### src/rtl/regbank_apb_if.sv
// APB bus bundle between the interconnect (master) and the register bank (slave).
interface regbank_apb_if #(
  parameter int ADDR_WIDTH = 3,
  parameter int DATA_WIDTH = 32
);
  logic                    psel;
  logic                    penable;
  logic                    pwrite;
  logic [ADDR_WIDTH-1:0]   paddr;
  logic [DATA_WIDTH-1:0]   pwdata;
  logic [DATA_WIDTH/8-1:0] pstrb;
  logic                    pready;
  logic [DATA_WIDTH-1:0]   prdata;
  logic                    pslverr;

  modport master (
    output psel, penable, pwrite, paddr, pwdata, pstrb,
    input  pready, prdata, pslverr
  );

  modport slave (
    input  psel, penable, pwrite, paddr, pwdata, pstrb,
    output pready, prdata, pslverr
  );
endinterface

### src/rtl/regbank_apb.sv
// Parametrised APB register bank with RW / RO / W1C registers, byte strobes,
// programmable wait states and error responses. Register contents are exported
// flat for block logic; RO values and W1C set requests come from hardware.
//
// The setup phase is recognised directly from psel & !penable while the FSM is
// idle, so the controller moves straight to ACCESS on the setup edge and the
// wait counter is loaded there. With no wait states pready is already high in
// the first access cycle, giving a two-cycle transfer and allowing a new setup
// immediately after each completion.
module regbank_apb #(
  parameter int ADDR_WIDTH  = 3,
  parameter int DATA_WIDTH  = 32,
  parameter int NUM_REGS    = 8,
  parameter int WAIT_STATES = 0,
  // reg i lives in bits [i*DATA_WIDTH +: DATA_WIDTH]
  parameter logic [NUM_REGS*DATA_WIDTH-1:0] RESET_VALUES =
    {32'd0, 32'd0, 32'd0, 32'd12, 32'd1, 32'd1, 32'd1, 32'd0},
  parameter logic [NUM_REGS-1:0] RESET_MASK = 8'b1001_1111,
  // two bits per register: 0 = RW, 1 = RO, 2 = W1C, 3 = illegal
  parameter logic [NUM_REGS*2-1:0] ACCESS = '0
) (
  input  logic                           clk,
  input  logic                           reset,
  regbank_apb_if.slave                   apb,
  input  logic [NUM_REGS*DATA_WIDTH-1:0] hw_ro_i,
  input  logic [NUM_REGS*DATA_WIDTH-1:0] hw_set_i,
  output logic [NUM_REGS*DATA_WIDTH-1:0] hw_regs_o,
  output logic [NUM_REGS-1:0]            wr_pulse_o,
  output logic [NUM_REGS-1:0]            rd_pulse_o
);

  localparam int STRB_WIDTH = DATA_WIDTH / 8;
  localparam logic [2:0] WAIT_LOAD = 3'(WAIT_STATES);
  localparam logic READY_AT_LOAD = (WAIT_STATES == 0);
  localparam logic [ADDR_WIDTH:0] NUM_REGS_W = (ADDR_WIDTH + 1)'(NUM_REGS);

  typedef enum logic {
    S_IDLE,
    S_ACCESS
  } state_t;

  state_t                  state_reg;
  logic [2:0]              wait_cnt_reg;
  logic                    pready_reg;
  logic [NUM_REGS-1:0]     wr_pulse_reg;
  logic [NUM_REGS-1:0]     rd_pulse_reg;

  logic [NUM_REGS-1:0]     sel;
  logic [NUM_REGS-1:0]     ro_mask;
  logic [DATA_WIDTH-1:0]   byte_mask;
  logic [DATA_WIDTH-1:0]   rd_mux;
  logic                    setup_phase;
  logic                    complete;
  logic                    addr_ok;
  logic                    wr_err;
  logic                    xfer_err;
  logic                    wr_fire;

  // Inputs whose slices are ignored for some access types are folded here.
  logic                    unused_hw;
  assign unused_hw = ^{hw_ro_i, hw_set_i};

  assign setup_phase = apb.psel && !apb.penable;
  assign complete    = (state_reg == S_ACCESS) && pready_reg && apb.psel && apb.penable;
  assign addr_ok     = {1'b0, apb.paddr} < NUM_REGS_W;
  assign wr_err      = apb.pwrite && (|(sel & ro_mask));
  assign xfer_err    = !addr_ok || wr_err;
  assign wr_fire     = complete && apb.pwrite && !xfer_err;

  // Byte strobes expanded to a bit mask.
  for (genvar gi = 0; gi < STRB_WIDTH; gi++) begin : g_strb
    assign byte_mask[gi*8 +: 8] = {8{apb.pstrb[gi]}};
  end

  // Per-register decode, storage and export.
  for (genvar gi = 0; gi < NUM_REGS; gi++) begin : g_reg
    localparam logic [1:0] ACC = ACCESS[gi*2 +: 2];
    // Illegal code 3 behaves as read-only so a bus write can never corrupt it.
    localparam logic IS_RO  = ACC[0];
    localparam logic IS_W1C = (ACC == 2'd2);

    assign sel[gi]     = (apb.paddr == ADDR_WIDTH'(gi));
    assign ro_mask[gi] = IS_RO;

    if (IS_RO) begin : g_ro
      assign hw_regs_o[gi*DATA_WIDTH +: DATA_WIDTH] = hw_ro_i[gi*DATA_WIDTH +: DATA_WIDTH];
    end else begin : g_store
      logic [DATA_WIDTH-1:0] q_reg;
      logic [DATA_WIDTH-1:0] q_next;

      // Next value: bus write on completion, then hardware set for W1C (set wins).
      always_comb begin
        q_next = q_reg;
        if (wr_fire && sel[gi]) begin
          if (IS_W1C) begin
            q_next = q_reg & ~(apb.pwdata & byte_mask);
          end else begin
            q_next = (q_reg & ~byte_mask) | (apb.pwdata & byte_mask);
          end
        end
        if (IS_W1C) begin
          q_next = q_next | hw_set_i[gi*DATA_WIDTH +: DATA_WIDTH];
        end
      end

      if (RESET_MASK[gi]) begin : g_rst
        // Register with reset to its programmed value.
        always_ff @(posedge clk or posedge reset) begin
          if (reset) begin
            q_reg <= RESET_VALUES[gi*DATA_WIDTH +: DATA_WIDTH];
          end else begin
            q_reg <= q_next;
          end
        end
      end else begin : g_nrst
        // Register without reset: retains its contents across reset.
        always_ff @(posedge clk) begin
          q_reg <= q_next;
        end
      end

      assign hw_regs_o[gi*DATA_WIDTH +: DATA_WIDTH] = q_reg;
    end
  end

  // Read mux over the exported contents (RO slices already carry hw_ro_i).
  always_comb begin
    rd_mux = '0;
    for (int i = 0; i < NUM_REGS; i++) begin
      if (sel[i]) begin
        rd_mux = hw_regs_o[i*DATA_WIDTH +: DATA_WIDTH];
      end
    end
  end

  // Transfer FSM with wait counter, registered pready and access pulses.
  always_ff @(posedge clk or posedge reset) begin
    if (reset) begin
      state_reg    <= S_IDLE;
      wait_cnt_reg <= '0;
      pready_reg   <= 1'b0;
      wr_pulse_reg <= '0;
      rd_pulse_reg <= '0;
    end else begin
      wr_pulse_reg <= '0;
      rd_pulse_reg <= '0;
      case (state_reg)
        S_IDLE: begin
          // A lone penable without a setup phase is ignored here.
          if (setup_phase) begin
            state_reg    <= S_ACCESS;
            wait_cnt_reg <= WAIT_LOAD;
            pready_reg   <= READY_AT_LOAD;
          end
        end
        S_ACCESS: begin
          if (!apb.psel) begin
            // Master abandoned the transfer: no write, no pulse.
            state_reg    <= S_IDLE;
            wait_cnt_reg <= '0;
            pready_reg   <= 1'b0;
          end else if (!apb.penable) begin
            // A fresh setup phase restarts the transfer.
            wait_cnt_reg <= WAIT_LOAD;
            pready_reg   <= READY_AT_LOAD;
          end else if (!pready_reg) begin
            wait_cnt_reg <= wait_cnt_reg - 3'd1;
            pready_reg   <= (wait_cnt_reg == 3'd1);
          end else begin
            state_reg  <= S_IDLE;
            pready_reg <= 1'b0;
            if (!xfer_err) begin
              if (apb.pwrite) begin
                wr_pulse_reg <= sel;
              end else begin
                rd_pulse_reg <= sel;
              end
            end
          end
        end
        default: begin
          state_reg  <= S_IDLE;
          pready_reg <= 1'b0;
        end
      endcase
    end
  end

  assign apb.pready  = pready_reg;
  assign apb.pslverr = complete && xfer_err;
  assign apb.prdata  = (complete && !apb.pwrite && addr_ok) ? rd_mux : '0;
  assign wr_pulse_o  = wr_pulse_reg;
  assign rd_pulse_o  = rd_pulse_reg;

endmodule

### src/flat_wrapper.sv
// flat-port wrapper written by rule: the top's interface ports become plain ports
module regbank_apb_flat 
#(
  parameter int ADDR_WIDTH  = 3,
  parameter int DATA_WIDTH  = 32,
  parameter int NUM_REGS    = 8,
  parameter int WAIT_STATES = 0,
                                                     
  parameter logic [NUM_REGS*DATA_WIDTH-1:0] RESET_VALUES =
    {32'd0, 32'd0, 32'd0, 32'd12, 32'd1, 32'd1, 32'd1, 32'd0},
  parameter logic [NUM_REGS-1:0] RESET_MASK = 8'b1001_1111,
                                                                
  parameter logic [NUM_REGS*2-1:0] ACCESS = '0
)
  (clk, reset, hw_ro_i, hw_set_i, hw_regs_o, wr_pulse_o, rd_pulse_o, apb_psel, apb_penable, apb_pwrite, apb_paddr, apb_pwdata, apb_pstrb, apb_pready, apb_prdata, apb_pslverr);
  regbank_apb_if #(.ADDR_WIDTH(ADDR_WIDTH), .DATA_WIDTH(DATA_WIDTH)) apb_i ();
  input  logic clk;
  input  logic reset;
  input  logic [NUM_REGS*DATA_WIDTH-1:0] hw_ro_i;
  input  logic [NUM_REGS*DATA_WIDTH-1:0] hw_set_i;
  output logic [NUM_REGS*DATA_WIDTH-1:0] hw_regs_o;
  output logic [NUM_REGS-1:0] wr_pulse_o;
  output logic [NUM_REGS-1:0] rd_pulse_o;
  input wire logic [$bits(apb_i.psel)-1:0] apb_psel;
  input wire logic [$bits(apb_i.penable)-1:0] apb_penable;
  input wire logic [$bits(apb_i.pwrite)-1:0] apb_pwrite;
  input wire logic [$bits(apb_i.paddr)-1:0] apb_paddr;
  input wire logic [$bits(apb_i.pwdata)-1:0] apb_pwdata;
  input wire logic [$bits(apb_i.pstrb)-1:0] apb_pstrb;
  output wire logic [$bits(apb_i.pready)-1:0] apb_pready;
  output wire logic [$bits(apb_i.prdata)-1:0] apb_prdata;
  output wire logic [$bits(apb_i.pslverr)-1:0] apb_pslverr;
  assign apb_i.psel = apb_psel;
  assign apb_i.penable = apb_penable;
  assign apb_i.pwrite = apb_pwrite;
  assign apb_i.paddr = apb_paddr;
  assign apb_i.pwdata = apb_pwdata;
  assign apb_i.pstrb = apb_pstrb;
  assign apb_pready = apb_i.pready;
  assign apb_prdata = apb_i.prdata;
  assign apb_pslverr = apb_i.pslverr;
  regbank_apb #(.ADDR_WIDTH(ADDR_WIDTH), .DATA_WIDTH(DATA_WIDTH), .NUM_REGS(NUM_REGS), .WAIT_STATES(WAIT_STATES), .RESET_VALUES(RESET_VALUES), .RESET_MASK(RESET_MASK), .ACCESS(ACCESS)) u_core (.clk(clk), .reset(reset), .apb(apb_i), .hw_ro_i(hw_ro_i), .hw_set_i(hw_set_i), .hw_regs_o(hw_regs_o), .wr_pulse_o(wr_pulse_o), .rd_pulse_o(rd_pulse_o));
endmodule
### config.mk
export PLATFORM = sky130hd
export DESIGN_NAME = regbank_apb_flat
export DESIGN_NICKNAME = d
export VERILOG_FILES = /design/src/rtl/regbank_apb_if.sv /design/src/rtl/regbank_apb.sv /design/src/flat_wrapper.sv
export SDC_FILE = /design/constraint.sdc
export NUM_CORES = 1
export LEC_CHECK = 0
export ABC_CLOCK_PERIOD_IN_PS = 7300
export BUFFER_PORTS_ARGS = -buffer_cell sky130_fd_sc_hd__buf_2
export CORE_AREA = 2 2 340 342
export CTS_CLUSTER_SIZE = 24
export DETAILED_ROUTE_END_ITERATION = 12
export DIE_AREA = 0 0 342 344
export PLACE_DENSITY = 0.36
export SYNTH_ARGS = -nofsm -noshare
export SYNTH_HDL_FRONTEND = slang
export SYNTH_SLANG_ARGS = --single-unit
### constraint.sdc
create_clock -name clk -period 7.3 [get_ports clk]
set_clock_uncertainty 0.2 [all_clocks]
set_input_delay 0.365 -clock clk [delete_from_list [all_inputs] [get_ports clk]]
set_output_delay 0.365 -clock clk [all_outputs]
set_load 0.05 [all_outputs]
==> metrics, run 1 <==
switching share of total power=28.9%; share of layout cells above drive strength 1=a little over half; pwr dens=226 nW/um^2; Longest Clk Path Bufs=3; VDD IR max=about 0.12 mV; Internal Power=around 2.8 mW; most instantiated cells after synthesis=dfrtp_1 (208), mux2_2 (199), edfxtp_1 (64), mux2i_1 (57), o21ai_0 (42); GRT overflow=0; crit share post-route=approximately half; Rows=124; Syn. warnings=0; Net Switching=1.15 mW; top-count cell post-synth=dfrtp_1; final setup vio count=0; Post-synth EDFFs=between 60 and 70; Worst Path Arrival=~3000 ps; largest net degree at the start of global routing=about 120; HPWL after detailed placement=between 40000 and 50000 um; Die H=between 300 and 400 um; R2R Setup Slk=roughly 4000 ps; async set or reset register ratio after synthesis=between 70% and 80%; Buffers on Ports=between 300 and 400; clock sink count=277; Die Area=around 120000 um^2; clk slew on worst S/H paths=around 60 ps; Die X=about 340 um; DRT iter0 DRCs=382; Layout Nets=~1800; crit end category=output pin; Setup Crit Path Kind=primary input to output pin; mean number of vias per cell=3.30; Seq/Total Area, Yosys=between 50% and 60%; Final TNS setup=0 ps; R2R depth=4; cell leakage power=between 8 and 9 nW; CTS H-Tree Depth=2; Tot GR Track Use=9.92%; cell area after synthesis=12500 um^2; drt total wl=60000 um; DRC=0; Synth area leader=dfrtp_1; TritonCTS buffer count=39; final hold viol count=0; Initial Util=between 10% and 20%; RSZ-0062 raised after global routing=false; Avg Cell Area, Syn=about 15 um^2; status=completed; Core ar.=114000 um^2; I/O Pins=about 860; hold path cells=4; hold path start=apb_pwrite; CTS tree=yes; GPL Wtd Cong=~0.75; WL/cell=21.5 um; Syn Inst Count=~860; Max Cap Viol=0; type of the most critical hold path=primary input to flip-flop; Tightest Pin Transition=around 950 ps; Clock Latency Late Sink=~580 ps; fin util=15.4%; Synth Register Bits=277; crit path max fanout=56; Layout area overhead=41.0%; FMAX=284 MHz; top-area cell type share of the netlist area=about two fifths; Comb power frac=between 10% and 20%; vias in the first global route=between 9000 and 10000; Hold EP=u_core.rd_pulse_o[3]; CP Data Required Time=approximately 6700 ps; global-route wire length before repair=81000 um; Initial DRT Pass Iterations=5; Antenna Violating Nets Remaining=0; ranking of synthesized cells by area=dfrtp_1 (42%), mux2_2 (18%), edfxtp_1 (15%), mux2i_1 (4.6%), mux2_4 (2.9%); antenna violations before repair=12; Post-Syn Nets=~1400; Final min period=about 3500 ps; Clock Power Share=46.2%; Vias=around 9200; fillers=12700; Synth Flop Type=dfrtp_1; reg2reg start=u_core.apb.pready; Unique masters post-synth=50; Rel. slew slack=between 30% and 40%; Root Driver=clkbuf_16; Max Transition Viols Final=0; CP Launch Type=primary input; sequential power share=between 40 and 50%
[worst max-delay path, stage by stage]
cell and delay, ps:
clkbuf_8 470, nand2b_2 650, buf_4 470, o221ai_1 370
a21oi_1 290, buf_2 300
[layout by cell type, fill, tap and decap left out, drive strengths merged, types with 4 or more instances in the layout]
cell type and n:
buf 359, mux2 226, dfrtp 208, edfxtp 64
clkbuf 58, mux2i 57, o21ai 42, dlygate4sd3 36
a21oi 29, o22a 27, o221ai 27, nor2 22
nand3 16, inv 13, nor3 11, nand2 9
clkinv 9, and2 8, nand4 7, dfstp 5
nand2b 5, o22ai 4
[area by class of cell]
cell class,instances,area (um^2),share of cell area (%)
inverter,9,41.3,0.235
sequential,277,7260,41.3
antenna,1,2.50,0.0142
multi-input combinational,520,4930,28.1
tap,1512,1890,10.8
timing repair buffer,396,2220,12.6
clock buffer,57,1110,6.35
clock inverter,15,105,0.598
[routing by layer]
metal	global-route usage [%]	up-vias	share of wire, %
li1	-	4022	-
met1	13.4	4798	46
met2	15.1	310	44
met3	3.37	69	7.4
met4	2.49	6	2.1
met5	0	-	0.060
[power groups by stage]
| stage | clock network, mW | registers [mW] | logic, mW |
|---|---|---|---|
| global route | 2.00 | 1.67 | 0.497 |
| detailed placement | 0 | 1.70 | 0.461 |
| finish | 1.83 | 1.67 | 0.465 |
| CTS | 1.93 | 1.67 | 0.478 |
| floorplan | 0 | 1.83 | 0.152 |
| global placement | 0 | 1.69 | 0.457 |
[worst max path at each step]
stage / start / slack [ps] / endpoint / cells past startpoint
after floorplan: reset / 920 / asynchronous set/reset pin / 1
after global placement: apb_paddr[1] / 3420 / flip-flop / 6
after detailed placement: apb_paddr[0] / 3380 / flip-flop / 5
after CTS: apb_paddr[1] / 3640 / apb_prdata[23] / 6
after global routing: apb_psel / 3580 / flip-flop / 6
final: apb_paddr[1] / 3780 / apb_prdata[23] / 6
[metrics by stage]
stage	hold slack, ps	power [mW]	instances	worst slack [ps]	instance area [um^2]
finish	219	3.97	2787	3780	17600
CTS	177	4.07	2786	3640	17600
global route	204	4.17	2786	3580	17600
floorplan	237	1.98	857	921	12500
detailed placement	279	2.16	2678	3380	16000
global placement	267	2.15	2678	3420	16000
[cells by family after synthesis]
family	share of synthesized area, %
compound gates	7.98
flops	58.3
mux	25.7
fa+ha+maj	0.201
buf+inv	2.32
other cells	0.0301
simple gates	5.46
[what timing repair did]
action / 4_1_cts / 5_1_grt
hold buffers: 36 / 0
setup buffers: 0 / 0
hold endpoints to repair: 317 / 0
resized for setup: 0 / 0
endpoints found under the setup margin: 0 / 0
Note: power is estimated with default switching activity, not from simulation.
==> run 2: changes to the inputs <==
--- a/config.mk
+++ b/config.mk
@@ -5,13 +5,13 @@
 export SDC_FILE = /design/constraint.sdc
 export NUM_CORES = 1
 export LEC_CHECK = 0
-export ABC_CLOCK_PERIOD_IN_PS = 7300
+export ABC_CLOCK_PERIOD_IN_PS = 3200
 export BUFFER_PORTS_ARGS = -buffer_cell sky130_fd_sc_hd__buf_2
 export CORE_AREA = 2 2 340 342
 export CTS_CLUSTER_SIZE = 24
 export DETAILED_ROUTE_END_ITERATION = 12
 export DIE_AREA = 0 0 342 344
-export PLACE_DENSITY = 0.36
+export PLACE_DENSITY = 0.37
 export SYNTH_ARGS = -nofsm -noshare
 export SYNTH_HDL_FRONTEND = slang
 export SYNTH_SLANG_ARGS = --single-unit
==> constraint.sdc (replaced) <==
create_clock -name clk -period 3.2 [get_ports clk]
set_clock_uncertainty 0.2 [all_clocks]
set_input_delay 0.16 -clock clk [delete_from_list [all_inputs] [get_ports clk]]
set_output_delay 0.16 -clock clk [all_outputs]
set_load 0.05 [all_outputs]
==> metrics, run 2 (synthesis gave the netlist of run 1 again) <==
Final min period=approximately 3000 ps; Tightest Pin Transition=between 800 and 900 ps; clock sink count=277; cell leakage power=8.34 nW; VDD IR max=roughly 0.26 mV; DRC=0; Initial Util=a little over a tenth; FMAX=roughly 330 MHz; Hold EP=u_core.rd_pulse_o[5]; RSZ-0062 raised after global routing=false; clk slew on worst S/H paths=60 ps; Final TNS setup=0 ps; largest delay contributor family on the critical path=buffers and inverters; crit end category=output pin; R2R Setup Slk=about 520 ps; Vias=just over 9000; status=completed; Longest Clk Path Bufs=3; crit share post-route=between 90% and 100%; crit path max fanout=30; Worst Path Buf+Inv=4; Die X=342 um; reg2reg start=u_core.apb.pready; Worst Path Arrival=2640 ps; most frequent cells in the layout=buf_2 (346), dfrtp_1 (208), mux2_2 (199); Tot GR Track Use=under 10%; fillers=approximately 13000; Antenna Violating Nets Remaining=0; Critical-path top delay cell=dlygate4sd3_1; largest net degree at the start of global routing=105; Max stage delay on crit path=roughly 530 ps; I/O Pins=between 800 and 900; type of the most critical hold path=primary input to flip-flop; global-route wire length before repair=slightly above 80000 um; Core ar.=about 110000 um^2; antenna violations before repair=9; GPL Wtd Cong=between 0.7 and 0.8; Cell Chain, Critical Path=dlygate4sd3_1 -> clkbuf_8 -> nand2b_2 -> buf_4 -> o221ai_1 -> a21oi_1 -> buf_2; Layout area overhead=43.9%; final hold viol count=0; Initial DRT Pass Iterations=5; R2R depth=6; Max Transition Viols Final=0; WL/cell=21.0 um; Layout Nets=roughly 1800; share of layout cells above drive strength 1=between 50% and 60%; Clock Latency Late Sink=a little under 600 ps; Power Total=9.12 mW; CTS H-Tree Depth=2; CTS tree=yes; CP Data Required Time=roughly 2800 ps; fin util=~16%; commonest non-fill, non-tap cell in the layout=buf_2; Post-DP Area=~16000 um^2; HPWL after detailed placement=~43000 um; DRT iter0 DRCs=458; final worst slack=203 ps; pwr dens=509 nW/um^2; final setup vio count=0; Root Driver=clkbuf_16; CP Launch Type=primary input; Die H=approximately 340 um; vias in the first global route=between 9000 and 10000; GRT overflow=0; Max Cap Viol=0; TritonCTS buffer count=38; Die Area=roughly 120000 um^2; pre-CTS setup slack=about 460 ps; Rel. slew slack=42.2%; hold path cells=3; mean number of vias per cell=approximately 3.3; Buffers on Ports=about 350; drt total wl=between 50000 and 60000 um; Rows=about 120; post-route cell area=about 18000 um^2; Setup Crit Path Kind=primary input to output pin; hold path start=apb_paddr[0]
[run 2: changes by cell type in the layout (fill, tap and decap cells not counted), moves of 2 or more]
cell	change
dlygate4sd3_1	+7
bufinv_16	+2
clkinv_1	+3
clkinv_2	-2
clkinv_4	+3
buf_12	+3
buf_4	+30
clkbuf_1	-4
[run 2: repair_timing]
item                                   CTS  global route
hold buffers                            43             0
setup endpoints to repair                1             1
gates cloned                             0             0
endpoints found under the hold margin  302             0
setup buffers                            0             0
gates resized for setup                  1             3
[run 2: area by class of cell]
class / count / area, um^2 / area share (%)
Inverter: 9 / 37.5 / 0.209
Sequential cell: 277 / 7260 / 40.5
Clock inverter: 18 / 160 / 0.893
Antenna cell: 2 / 5.00 / 0.0279
Timing Repair Buffer: 437 / 2590 / 14.4
Clock buffer: 51 / 1060 / 5.92
Multi-Input combinational cell: 520 / 4930 / 27.5
Tap cell: 1512 / 1890 / 10.6
[run 2: tightest hold or removal path, stage by stage]
cell	delay, ps
buf_4	230
nand2_1	270
nor3_1	80
[run 2: worst max-delay path by stage]
stage                                  from                         end  slack [ps]  depth (start not counted)
after global placement    u_core.apb.pready                   flip-flop         460                          5
after detailed placement  u_core.apb.pready                   flip-flop         460                          5
after CTS                 u_core.apb.pready              apb_prdata[12]          20                          6
after global routing           apb_paddr[1]               apb_prdata[5]          70                          7
final                          apb_paddr[1]               apb_prdata[6]         200                          7
after floorplan                       reset  asynchronous set/reset pin          70                          1
[run 2: per-layer routing]
metal,vias up,wire [um],track usage (%)
met5,-,30,0
met4,4,929,2.12
met3,48,4960,3.50
met2,304,26200,15.1
met1,4835,27100,13.3
li1,4105,-,-
[run 2: power breakdown]
group	internal, mW	switching (mW)
Clock	2.50	1.73
Combinational	0.309	0.779
Sequential	3.72	0.0850
[run 2: metrics by stage]
| step | hold slack [ps] | cells |
|---|---|---|
| final | 46.9 | 2826 |
| after global routing | 35.1 | 2824 |
| after CTS | 8.30 | 2824 |
| after detailed placement | 99.6 | 2712 |
| after global placement | 93.7 | 2712 |
| after floorplan | 58.9 | 857 |
